`config.mk`:
```
export PLATFORM = sky130hd
export DESIGN_NAME = timer_compare_datapath
export DESIGN_NICKNAME = d
export VERILOG_FILES = /design/src/rtl/timer_pkg.sv /design/src/rtl/ring_counter.sv /design/src/rtl/timer_compare_datapath.sv
export SDC_FILE = /design/constraint.sdc
export NUM_CORES = 1
export LEC_CHECK = 0
export ABC_AREA = 1
export BUFFER_PORTS_ARGS = -buffer_cell sky130_fd_sc_hd__buf_2
export CAP_MARGIN = 20
export CORE_UTILIZATION = 51
export CTS_BUF_LIST = sky130_fd_sc_hd__clkbuf_8
export DETAILED_ROUTE_END_ITERATION = 12
export PLACE_DENSITY_LB_ADDON = 0.05
export SYNTH_ARGS = -nofsm -noshare
export SYNTH_HDL_FRONTEND = slang
export SYNTH_HIERARCHICAL = 1
export SYNTH_SLANG_ARGS = --single-unit
export TNS_END_PERCENT = 100
```
`constraint.sdc`:
```
create_clock -name clk -period 1.2 [get_ports clk]
set_input_delay 0.18 -clock clk [delete_from_list [all_inputs] [get_ports clk]]
set_output_delay 0.18 -clock clk [all_outputs]
set_load 0.01 [all_outputs]
```
`src/rtl/timer_pkg.sv`:
```
// Shared field widths, time constants and helpers for the timer-compare datapath.
package timer_pkg;

  localparam int unsigned HW = 5;
  localparam int unsigned MW = 6;
  localparam int unsigned SW = 6;
  localparam int unsigned TW = HW + MW + SW;

  localparam logic [TW-1:0] SEC_MASK = 17'h1FFC0;

  localparam logic [HW-1:0] HH_MAX = 5'd23;
  localparam logic [MW-1:0] MM_MAX = 6'd59;
  localparam logic [SW-1:0] SS_MAX = 6'd59;

  typedef struct packed {
    logic [HW-1:0] hh;
    logic [MW-1:0] mm;
    logic [SW-1:0] ss;
  } time_t;

  // True when every field of a packed time lies within its clock range.
  function automatic logic legal_time(input time_t t);
    return (t.hh <= HH_MAX) && (t.mm <= MM_MAX) && (t.ss <= SS_MAX);
  endfunction

endpackage

```
`src/rtl/ring_counter.sv`:
```
// Saturating ring-duration counter: clears on request, counts ticks up to RING_LEN.
module ring_counter #(
  parameter int unsigned RING_LEN = 7,
  parameter int unsigned CW       = 3
) (
  input  logic          clk,
  input  logic          rst_n,
  input  logic          clear,
  input  logic          tick,
  output logic [CW-1:0] count,
  output logic          at_max_c
);

  localparam logic [CW-1:0] TERM = CW'(RING_LEN);

  logic [CW-1:0] count_nxt;

  // Clear has priority over counting; the count never passes TERM.
  always_comb begin
    count_nxt = count;
    if (clear) begin
      count_nxt = '0;
    end else if (tick && (count < TERM)) begin
      count_nxt = count + CW'(1);
    end
  end

  always_ff @(posedge clk or negedge rst_n) begin
    if (!rst_n) begin
      count <= '0;
    end else begin
      count <= count_nxt;
    end
  end

  assign at_max_c = (count == TERM);

endmodule

```
`src/rtl/timer_compare_datapath.sv`:
```
// Datapath for the timer-compare controller: target/A/B/R registers, ring counter,
// and the Ts/c7/Az status returned to the controller.
module timer_compare_datapath
  import timer_pkg::*;
#(
  parameter int unsigned RING_LEN = 7,
  parameter int unsigned CW       = 3
) (
  input  logic          clk,
  input  logic          rst_n,
  input  logic [TW-1:0] time_now,
  input  logic          sec_tick,
  input  logic          set_valid,
  input  logic [TW-1:0] set_value,
  input  logic          cancel,
  input  logic [1:0]    s,
  input  logic          Kc,
  input  logic          La,
  input  logic          Lb,
  input  logic          Ea,
  input  logic          Lr,
  input  logic          Er,
  input  logic          Cc,
  input  logic          M,
  output logic          Ts,
  output logic          c7,
  output logic          Az,
  output logic          ring,
  output logic          timer_done,
  output logic [TW-1:0] a_out
);

  logic [TW-1:0] target_q, target_nxt;
  logic          ts_q, ts_nxt;
  logic [TW-1:0] a_q, a_nxt;
  logic [TW-1:0] b_q, b_nxt;
  logic [TW-1:0] r_q, r_nxt;
  logic          ring_q, ring_nxt;
  logic          done_q, done_nxt;

  logic          set_legal;
  logic [TW-1:0] cmp_mask;
  logic          az_int;
  logic          c7_int;
  logic [CW-1:0] ring_count;
  logic          unused_s0;

  assign set_legal = set_valid && legal_time(time_t'(set_value));
  assign cmp_mask  = s[1] ? SEC_MASK : {TW{1'b1}};
  assign az_int    = ((r_q & cmp_mask) == '0);
  assign unused_s0 = s[0];

  ring_counter #(
    .RING_LEN (RING_LEN),
    .CW       (CW)
  ) u_ring_counter (
    .clk      (clk),
    .rst_n    (rst_n),
    .clear    (Kc),
    .tick     (ring_q & sec_tick),
    .count    (ring_count),
    .at_max_c (c7_int)
  );

  // Next-state: a legal set beats cancel, which beats M, for the armed flag.
  always_comb begin
    target_nxt = target_q;
    ts_nxt     = ts_q;
    a_nxt      = a_q;
    b_nxt      = b_q;
    r_nxt      = r_q;
    ring_nxt   = 1'b0;
    done_nxt   = 1'b0;

    if (set_legal) begin
      target_nxt = set_value;
      ts_nxt     = 1'b1;
    end else if (cancel || M) begin
      ts_nxt = 1'b0;
    end

    if (La) a_nxt = time_now;
    if (Lb) b_nxt = target_q;

    if (Er) begin
      r_nxt = a_q ^ b_q;
    end else if (Lr) begin
      r_nxt = b_q;
    end else if (Cc) begin
      r_nxt = {TW{1'b1}};
    end

    ring_nxt = ts_q & az_int & ~c7_int & ~cancel & ~M;
    done_nxt = M & ts_q;
  end

  always_ff @(posedge clk or negedge rst_n) begin
    if (!rst_n) begin
      target_q <= '0;
      ts_q     <= 1'b0;
      a_q      <= '0;
      b_q      <= '0;
      r_q      <= {TW{1'b1}};
      ring_q   <= 1'b0;
      done_q   <= 1'b0;
    end else begin
      target_q <= target_nxt;
      ts_q     <= ts_nxt;
      a_q      <= a_nxt;
      b_q      <= b_nxt;
      r_q      <= r_nxt;
      ring_q   <= ring_nxt;
      done_q   <= done_nxt;
    end
  end

  assign Ts         = ts_q;
  assign ring       = ring_q;
  assign timer_done = done_q;
  assign Az         = az_int;
  assign c7         = c7_int;
  assign a_out      = Ea ? a_q : '0;

endmodule

```
==> results of run 1 <==
cells by family (layout without fill, tap and decap cells):
group / after synthesis / count (layout)
simple gates: 185 / 185
flops: 74 / 74
buf+inv: 52 / 144
mux: 34 / 34
compound gates: 22 / 22
fa+ha+maj: 2 / 2
critical path, cell delays in order, from the launching register on:
cell and delay [ns]:
dfstp_2 0.55, nor2_2 0.04, nand3_1 0.06, nand2_1 0.07, nand3_2 0.06, inv_1 0.03
buf_2 0.12
layer usage:
| metal | track usage (%) | up-vias |
|---|---|---|
| li1 | - | 1376 |
| met4 | 7.42 | 0 |
| met1 | 29.6 | 1323 |
| met2 | 33.4 | 64 |
| met5 | 0 | - |
| met3 | 4.52 | 10 |
power by group:
part           internal, mW  switching (mW)
logic                 0.528           0.561
clock network          1.21           0.889
registers              2.95           0.263
cell usage in the layout, fill, tap and decap left out, types with 5 or more instances in the layout:
| master | n |
|---|---|
| nand2_1 | 73 |
| nor2_1 | 11 |
| buf_4 | 22 |
| buf_2 | 67 |
| a21oi_1 | 17 |
| inv_1 | 34 |
| nand2_2 | 20 |
| o21ai_1 | 5 |
| dfrtp_1 | 57 |
| nand3_1 | 68 |
| mux2_2 | 34 |
| clkbuf_8 | 10 |
| dfstp_2 | 17 |
per-stage QoR:
step	instances	setup slack (ns)	cell area, um^2
after floorplan	369	0.00593	3560
final	541	-0.257	4360
after global routing	541	-0.341	4360
after global placement	509	0.0427	3970
after CTS	528	-0.267	4260
after detailed placement	509	0.00171	3970
flip-flops by register name (all words and copies together), names as in the netlist:
| name | flops |
|---|---|
| a_q | 17 |
| b_q | 17 |
| r_q | 17 |
| target_q | 17 |
| u_ring_counter/count | 3 |
| Ts | 1 |
| ring | 1 |
| timer_done | 1 |
cell type report:
cell class                 count  area (um^2)  area share (%)
clock buffer                  10          138            3.16
clock inverter                 6         81.3            1.87
inverter                      34          128            2.93
multi-input combinational    243         1470            33.7
sequential                    74         1870            43.0
tap                           80          100            2.30
timing repair buffer          94          573            13.1
repair_timing:
item                                    CTS  global route
hold buffers                              1             0
pin swaps                                 5             2
endpoints found under the setup margin    3            18
hold endpoints to repair                 57             0
setup buffers                             2            13
gates resized for setup                   8             1
worst paths after layout:
path / from / slack [ns] / endpoint
worst max-delay path: r_q[4]$_DFFE_PN1P_ / -0.26 / Az
worst min-delay path: M / 0.04 / timer_done$_DFF_PN0_
worst max register to register: u_ring_counter/count[0]$_DFFE_PN0P_ / -0.05 / ring$_DFF_PN0_
worst min register to register: target_q[16]$_DFFE_PN0P_ / 0.47 / target_q[16]$_DFFE_PN0P_
max in group asynchronous: rst_n / 0.45 / r_q[5]$_DFFE_PN1P_
min in group asynchronous: rst_n / 0.39 / u_ring_counter/count[2]$_DFFE_PN0P_
==> results_dict.tcl, run 1 <==
set metrics [dict create \
    grt_max_degree 75 \
    vias_per_cell 5.13 \
    grt.overflow.total 0 \
    setup_ws_ns -0.257 \
    core-area_um2 6760 \
    grt_antenna_before_repair 0 \
    finalHoldViolCount 0 \
    first_pass_iters 4 \
    syn_to_final_growth_pct 22.5 \
    power.density_nw_per_um2 1470 \
    clk_latency_ns 0.34 \
    synth_area_leader_cell "dfrtp_1" \
    ant_nets 0 \
    wl_met2_um 3510 \
    cts-buffers-inserted 9 \
    p_total_mw 6.40 \
    ys_warn_count 6 \
    htree_levels 3 \
    wirelength_um 7300 \
    synth_top_family_by_area "simple AND/OR/NAND/NOR gates" \
    wire_per_inst_um 13.5 \
    vias 2773 \
    rows 30 \
    synthXorXnorAreaFrac_pct 0 \
    synthFlopType "dfrtp_1" \
    cp.arrival_ns 1.28 \
    root_buffer "clkbuf_8" \
    violations "setup timing" \
    peakVddDrop_mv 0.678 \
    slew_headroom_pct 72.1 \
    drv_cap 0 \
    async_flop_share_pct 100 \
    die_h_um 85.5 \
    floorplan.initialDensity_pct 52.7 \
    antenna_cells 0 \
    ys_types 24 \
    holdPathStages 3 \
    grt_first_pass_wirelength_um 11900 \
    worstSetupPathType "reg -> out" \
    grt_util_all_layers_pct 21.3 \
    die-area_um2 7320 \
    finalWeightedCongestion 0.728 \
    drt_iter0_drc 95 \
    fin_worst_skew_ns 0.00450 \
    wl_met3_um 381 \
    synth.most_common_cell "nand2_1" \
    synth_fa_ha_area_share_pct 0.703 \
    io_pins 71 \
    grt_pass1_vias 2526 \
    rsz0062_at_grt "yes" \
    clock.fmax_ghz 0.686 \
    syn-num-nets 420 \
    avgSynthCellArea_um2 9.64 \
    setup-tns-final_ns -0.494 \
    portBuffers 69 \
    die_w_um 85.5 \
    holdWs_ns 0.0408 \
    slew_violations 0 \
    synthCells 369 \
    synth_area_leaders "dfrtp_1 (40%), dfstp_2 (13%), mux2_2 (11%), nand3_1 (9.8%), nand2_1 (7.7%)" \
    path_clk_slew_ns 0.07 \
    final_nets 507 \
    period_needed_ns 1.46 \
    cts.path.max_buffers 2 \
    cp.required_ns 1.02 \
    synthSimpleGateAreaFrac_pct 25.6 \
    drcViolationCount 0 \
    synth_edf_count 0 \
    synth_compound_area_share_pct 3.09 \
    tightest_slew_ns 0.416 \
    clkSinkCount 74 \
    fillCellCount 599 \
    start_kind "register" \
    path_max_fanout 2 \
    status "complete, but fails checks" \
    dpl.hpwl_um 5020 \
    synth.top_cells.by_count "nand2_1 (73), nand3_1 (70), dfrtp_1 (57)" \
    ys_ff_latch 74 \
    min_period_over_period_pct 121 \
    r2r_cells 5 \
    hold_path_class "in -> reg" \
    final_layout_size_suffix_gt1_share_pct 42.1 \
    cp-end-kind "primary output" \
    synth.area.mux_share_pct 10.8 \
    topRoutingLayerUsed "met4" \
    final_util_pct 64.5 \
    wl_met1_um 3290 \
    synth_seq_area_share_pct 52.6 \
    cts_tree "done" \
    setup_violations 3 \
    yosys.area.top_type_share_pct 40.1 \
    netlist_area_um2 3560 \
    p_leak_nw 2.30 \
]
(Power assumes the default switching activity.)
==> run 2, diff against run 1 <==
- CORE_MARGIN: not set -> 2
==> results_dict.tcl, run 2 (synthesized netlist as in run 1, its figures left out) <==
set metrics [dict create \
    syn_to_final_growth_pct 22.7 \
    cp-end-kind "primary output" \
    seqPwrFrac_pct 50.0 \
    slew_headroom_pct 70.0 \
    violations "setup timing" \
    grt_max_degree 75 \
    crit_path_frequent_cell "nand3_2" \
    clkSinkCount 74 \
    worstSetupPathType "reg -> out" \
    grt_pass1_vias 2531 \
    pwr-share-comb_pct 17.1 \
    path_max_fanout 2 \
    grt_first_pass_wirelength_um 11800 \
    cp_slowest_cell "dfstp_2" \
    status "complete, but fails checks" \
    slew_violations 0 \
    vias 2740 \
    p_clk_share_pct 32.9 \
    dpl.hpwl_um 4990 \
    cts-buffers-inserted 9 \
    drcViolationCount 0 \
    drt_iter0_drc 97 \
    finalHoldViolCount 0 \
    tightest_slew_ns 0.449 \
    setup_ws_ns -0.245 \
    die-area_um2 7660 \
    crit_path_cell_trace "nor2_1 > nand3_2 > nand2_1 > nand3_2 > inv_1 > buf_2" \
    p_leak_nw 2.30 \
    first_pass_iters 4 \
    root_buffer "clkbuf_8" \
    antenna_cells 0 \
    cts.path.max_buffers 2 \
    grt_antenna_before_repair 0 \
    grt_util_all_layers_pct 20.3 \
    mostFrequentLayoutCells "nand2_1 (73), buf_2 (68), nand3_1 (67), dfrtp_1 (57), inv_1 (35)" \
    rows 30 \
    min_period_over_period_pct 120 \
    die_w_um 87.5 \
    setup_violations 2 \
    clock.fmax_ghz 0.692 \
    p_int_mw 4.69 \
    htree_levels 3 \
    critPathMaxStageDelay_ns 0.54 \
    fin_cells 542 \
    clk_latency_ns 0.34 \
    start_kind "register" \
    period_needed_ns 1.44 \
    crit_buf_inv 2 \
    die_h_um 87.5 \
    core-area_um2 6760 \
    power.density_nw_per_um2 1470 \
    peakVddDrop_mv 0.820 \
    final_nets 508 \
    wirelength_um 7240 \
    final_layout_size_suffix_gt1_share_pct 42.4 \
    dpl.cell_count 509 \
    floorplan.initialDensity_pct 52.7 \
    fin_worst_skew_ns 0.00671 \
    final_common_cell "nand2_1" \
    drv_cap 0 \
    p_switching_mw 1.73 \
    hold_path_class "in -> reg" \
    switching_share_pct 26.9 \
    path_clk_slew_ns 0.08 \
    critical_path.top_delay_family "flip-flops" \
    cp.arrival_ns 1.26 \
    io_pins 71 \
    cp.required_ns 1.02 \
    finalWeightedCongestion 0.860 \
    fillCellCount 575 \
    grt.overflow.total 0 \
    p_total_mw 6.42 \
    ant_nets 0 \
    wire_per_inst_um 13.4 \
    rsz0062_at_grt "yes" \
    portBuffers 69 \
    vias_per_cell 5.06 \
    cts_tree "done" \
]
[run 2: power by group through the flow]
stage / sequential [mW] / clock, mW / combinational, mW
after floorplan: 3.17 / 0 / 0.710
after global placement: 3.24 / 0 / 0.964
after detailed placement: 3.26 / 0 / 0.990
after CTS: 3.21 / 2.14 / 1.01
after global routing: 3.25 / 2.26 / 1.24
final: 3.21 / 2.11 / 1.09
[run 2: worst reg2reg max path, stage by stage, from the launching register on]
cell,delay (ns)
dfrtp_1,0.39
ha_2,0.20
ha_4,0.16
or2_2,0.29
nor2_1,0.08
[run 2: routing by layer]
layer | global-route usage (%) | share of wire, %
met1 | 27.9 | 48
met2 | 32.1 | 46
met3 | 3.68 | 3.8
met4 | 8.39 | 1.8
met5 | 0 | 0
[run 2: path summary, 6_finish.rpt]
check,cells past startpoint,slack (ns),end,start
worst max-delay path,6,-0.24,Az,r_q[2]$_DFFE_PN1P_
worst min-delay path,3,0.04,timer_done$_DFF_PN0_,M
worst max register to register,4,0.02,ring$_DFF_PN0_,u_ring_counter/count[0]$_DFFE_PN0P_
worst min register to register,2,0.48,target_q[11]$_DFFE_PN0P_,target_q[11]$_DFFE_PN0P_
max in group asynchronous,3,0.47,r_q[11]$_DFFE_PN1P_,rst_n
min in group asynchronous,3,0.39,target_q[16]$_DFFE_PN0P_,rst_n
[run 2: area by class of cell]
class                           instances  area (um^2)  share of cell area, %
Clock inverter                          6         82.6                   1.89
Sequential cell                        74         1870                   42.9
Tap cell                               80          100                   2.29
Clock buffer                           10          138                   3.15
Timing Repair Buffer                   95          574                   13.1
Multi-Input combinational cell        243         1470                   33.7
Inverter                               34          128                   2.92
[run 2: repair_timing]
action / CTS / global route
pin swaps: 5 / 1
hold buffers: 1 / 0
buffers inserted: 1 / 15
endpoints found under the hold margin: 57 / 0
endpoints found under the setup margin: 4 / 20
resized for setup: 4 / 5
[run 2: metrics by stage]
stage	hold WS [ns]	util (%)	TNS [ns]	setup WS [ns]	cell area [um^2]
floorplan	-0.116	-	0	0.00593	3560
global placement	0.239	58.8	0	0.0411	3970
detailed placement	0.237	58.8	0	0.0141	3970
CTS	0.0321	62.7	-0.488	-0.284	4240
global route	0.0366	64.6	-0.711	-0.318	4370
finish	0.0413	64.6	-0.426	-0.245	4370
